===== config.mk =====
export PLATFORM = sky130hd
export DESIGN_NAME = full_adder_reg
export DESIGN_NICKNAME = d
export VERILOG_FILES = /design/src/rtl/full_adder_pkg.sv /design/src/rtl/full_adder_cell.sv /design/src/rtl/full_adder_reg.sv
export SDC_FILE = /design/constraint.sdc
export NUM_CORES = 1
export LEC_CHECK = 0
export ABC_AREA = 1
export BUFFER_PORTS_ARGS = -buffer_cell sky130_fd_sc_hd__buf_2
export CAP_MARGIN = 20
export CELL_PAD_IN_SITES_DETAIL_PLACEMENT = 0
export CELL_PAD_IN_SITES_GLOBAL_PLACEMENT = 1
export CORE_AREA = 2 2 39 41
export DETAILED_ROUTE_END_ITERATION = 8
export DIE_AREA = 0 0 41 43
export PLACE_DENSITY = 0.38
export SLEW_MARGIN = 20
export SYNTH_ARGS = -nofsm -noshare
export SYNTH_HDL_FRONTEND = slang
export SYNTH_SLANG_ARGS = --single-unit

===== constraint.sdc =====
create_clock -name clk -period 0.8 [get_ports clk]
set_input_delay 0.12 -clock clk [delete_from_list [all_inputs] [get_ports clk]]
set_output_delay 0.12 -clock clk [all_outputs]
set_load 0.05 [all_outputs]

===== src/rtl/full_adder_pkg.sv =====
// full_adder_pkg: shared width limit and golden-sum helper for the registered ripple adder
package full_adder_pkg;

    localparam int FA_MAX_WIDTH = 64;

    // Callers mask operands to their own width; the result carries one extra bit.
    function automatic logic [FA_MAX_WIDTH:0] fa_ref(
        input logic [FA_MAX_WIDTH-1:0] a,
        input logic [FA_MAX_WIDTH-1:0] b,
        input logic                    cin
    );
        return {1'b0, a} + {1'b0, b} + {{FA_MAX_WIDTH{1'b0}}, cin};
    endfunction

endpackage


===== src/rtl/full_adder_cell.sv =====
// full_adder_cell: combinational 1-bit full adder
module full_adder_cell (
    input  logic a,
    input  logic b,
    input  logic cin,
    output logic s,
    output logic cout
);

    logic p;

    assign p    = a ^ b;
    assign s    = p ^ cin;
    assign cout = (a & b) | (cin & p);

endmodule


===== src/rtl/full_adder_reg.sv =====
// full_adder_reg: WIDTH-bit ripple-carry adder with registered sum/carry_out and valid qualifier.
// Define FULL_ADDER_REG_OVERFLOW_EN to add a registered signed-overflow output.
module full_adder_reg
    import full_adder_pkg::*;
#(
    parameter int WIDTH = 1
) (
    input  logic             clk,
    input  logic             rst_n,
    input  logic             in_valid,
    input  logic [WIDTH-1:0] a,
    input  logic [WIDTH-1:0] b,
    input  logic             carry_in,
    output logic             out_valid,
    output logic [WIDTH-1:0] sum,
`ifdef FULL_ADDER_REG_OVERFLOW_EN
    output logic             overflow,
`endif
    output logic             carry_out
);

    logic [WIDTH:0]   c;
    logic [WIDTH-1:0] s;

    assign c[0] = carry_in;

    genvar i;
    for (i = 0; i < WIDTH; i++) begin : g_cell
        full_adder_cell u_cell (
            .a   (a[i]),
            .b   (b[i]),
            .cin (c[i]),
            .s   (s[i]),
            .cout(c[i+1])
        );
    end

    // Data registers load only on in_valid, so junk on idle inputs never reaches the outputs.
    always_ff @(posedge clk or negedge rst_n) begin
        if (!rst_n) begin
            out_valid <= 1'b0;
            sum       <= '0;
            carry_out <= 1'b0;
`ifdef FULL_ADDER_REG_OVERFLOW_EN
            overflow  <= 1'b0;
`endif
        end else begin
            out_valid <= in_valid;
            if (in_valid) begin
                sum       <= s;
                carry_out <= c[WIDTH];
`ifdef FULL_ADDER_REG_OVERFLOW_EN
                overflow  <= c[WIDTH] ^ c[WIDTH-1];
`endif
            end
        end
    end

endmodule


==> impl_metrics.tcl <==
set metrics [dict create \
    setup_violations 3 \
    yosysMostFrequentCell "nand2_1" \
    slew_viol_final 0 \
    arrival_ns 0.78 \
    endpoint_kind "output pin" \
    setup_tns_ns -0.260 \
    synth_enable_flop_cells 0 \
    fin_ws_ns -0.101 \
    ff2ff_path_depth 2 \
    groute.layer.met2.usage_pct 5.31 \
    cts.clk_slew.worst_paths_ns 0.04 \
    antenna_found_initial 0 \
    max_freq_ghz 1.11 \
    crit_path_start_kind "flop" \
    path_class "reg2out" \
    dieArea_um2 1760 \
    power_frac_clock_pct 45.0 \
    max_cap_viol_count 0 \
    p_seq_share_pct 31.3 \
    place_area_um2 184 \
    drt_first_pass_iters 1 \
    core_area_um2 1380 \
    layout.nets 32 \
    p_comb_share_pct 23.7 \
    min_period_over_period_pct 113 \
    cp.required_ns 0.68 \
    hold_path_class "in2reg" \
    overflow 0 \
    reg2reg_from "sum" \
    power.switching_w 0.000168 \
    via_per_inst 2.85 \
    grt_pass1_vias 134 \
    post-cts-setup-buffers 0 \
    grt_setup_unrepaired "yes" \
    die_w_um 41 \
    num_rows 14 \
    swShare_pct 29.1 \
    ys.flop_type "dfrtp_1" \
    hold_slack_ns 0.0392 \
    worst-path-stages 1 \
    r2r-end "sum" \
    layout-drive-gt1-share_pct 54.2 \
    cp_max_fo 2 \
    clkSinkCount 3 \
    path_cells "buf_6" \
    finalWirelength_um 288 \
    outcome "finished with violations" \
    maxSlewHeadroom_pct 92.8 \
    violations "setup timing" \
    initial_core_util_pct 8.77 \
    tightest_slew_ns 0.108 \
    yosysTopAreaCell "dfrtp_1" \
    area.growth.synth_to_final_pct 96.9 \
    min_period_ns 0.901 \
    die_h_um 43 \
    track_usage_pct 4.33 \
    ant_nets 0 \
    synth_fp_nets 18 \
    io_buffers 8 \
    cts_buffers 3 \
    grt_use_met3_pct 1.57 \
    ys_seq_elements 3 \
    synth_area_leaders "dfrtp_1, nand2_1, fa_1, inv_1" \
    intPower_w 0.000410 \
    critical-path-max-stage-delay_ns 0.40 \
    gr-usage-met1_pct 4.53 \
    grt_busiest_layer "met4" \
    htreeDepth 1 \
    yosysSeqAreaShare_pct 61.9 \
    cts_tree "yes" \
    synth_top_area_share_pct 61.9 \
    via_count 114 \
    skew_ns 0 \
    critical_path.endpoint "carry_out" \
    synth_area_um2 121 \
    clock_latency_ns 0.23 \
    p_leak_nw 0.121 \
    wire_per_inst_um 7.20 \
    clockBufferDepth 2 \
    synth.top_cells.by_count "nand2_1, dfrtp_1, fa_1, inv_1" \
    async_flop_share_pct 100 \
    drc 0 \
    crit_start "carry_out" \
    path_buf_inv 1 \
    avgSynthCellArea_um2 11.0 \
    grt_pass1_wl_um 469 \
    hold_viol_final 0 \
    clock-root-buffer "clkbuf_4" \
    power_w 0.000578 \
    pwr_density_cell_nw_per_um2 2420 \
    drt_iter0_drc 0 \
    grt_start_max_net_pins 5 \
    n_antenna_cell 0 \
    critPathSlowestCell "dfrtp_2" \
    r2r_slack_ns 0.18 \
    synth_cell_types 4 \
    gp_congestion 0.498 \
    syn_inst 11 \
    io_pins 9 \
    ir_drop_uv 278 \
    final_area_um2 239 \
    n_fill_cell 161 \
    critical_path.top_delay_family "flip-flops" \
    yosys_warnings 0 \
]
[layout by cell type, fill, tap and decap left out]
| master | synthesis | routed |
|---|---|---|
| nand2_1 | 6 | 6 |
| buf_6 | 0 | 3 |
| inv_1 | 1 | 1 |
| clkbuf_4 | 0 | 3 |
| dfrtp_1 | 3 | 1 |
| buf_2 | 0 | 5 |
| clkbuf_1 | 0 | 1 |
| dlygate4sd3_1 | 0 | 1 |
| dfrtp_2 | 0 | 2 |
| fa_1 | 1 | 1 |
[cell type report]
type                       instances  area, um2  area share [%]
clock buffer                       4       26.3            11.0
inverter                           1       3.75            1.57
tap                               16       20.0            8.38
timing repair buffer               9       68.8            28.8
multi-input combinational          7       42.5            17.8
sequential                         3       77.6            32.5
[per-stage QoR]
step	utilization [%]	instances	setup slack, ns
detailed placement	13.3	35	-0.139
floorplan	-	11	0.00609
global placement	13.3	35	-0.122
finish	17.3	40	-0.101
CTS	17.3	40	-0.114
global route	17.3	40	-0.130
[layer usage]
metal / wire length, um / share of wire (%)
met1: 126 / 44
met2: 119 / 41
met3: 43 / 15
met4: 0 / 0
met5: 0 / 0
[registers in the layout, indices dropped and copies added, names as in the netlist]
signal / flops
carry_out: 1
out_valid: 1
sum: 1
[repair_timing]
item | CTS | global route
endpoints found under the setup margin | 3 | 3
endpoints found under the hold margin | 3 | 0
gates resized for setup | 6 | 0
pin swaps | 0 | 0
hold buffers | 1 | 0
[logic make-up (layout without fill, tap and decap cells)]
| logic type | Yosys count | count (layout) | share of synthesized area [%] |
|---|---|---|---|
| adders and majority gates | 1 | 1 | 16.5 |
| buffers and inverters | 1 | 14 | 3.09 |
| DFF | 3 | 3 | 61.9 |
| and+or+nand+nor | 6 | 6 | 18.6 |
[power by group through the flow]
| stage | logic (W) | registers [W] | clock network [W] |
|---|---|---|---|
| after global routing | 0.000150 | 0.000182 | 0.000293 |
| final | 0.000137 | 0.000181 | 0.000260 |
| after CTS | 0.000138 | 0.000182 | 0.000276 |
| after floorplan | 0.0000177 | 0.000237 | 0 |
| after detailed placement | 0.000115 | 0.000180 | 0 |
| after global placement | 0.000112 | 0.000179 | 0 |
[worst min-delay path by stage]
| stage | startpoint | endpoint | slack, ns | cells past startpoint |
|---|---|---|---|---|
| floorplan | rst_n | carry_out | -0.18 | 0 |
| global placement | rst_n | out_valid | -0.09 | 1 |
| detailed placement | rst_n | out_valid | -0.08 | 1 |
| CTS | in_valid | out_valid | 0.03 | 1 |
| global route | in_valid | out_valid | 0.04 | 1 |
| finish | in_valid | out_valid | 0.04 | 1 |
(Power assumes the default switching activity.)
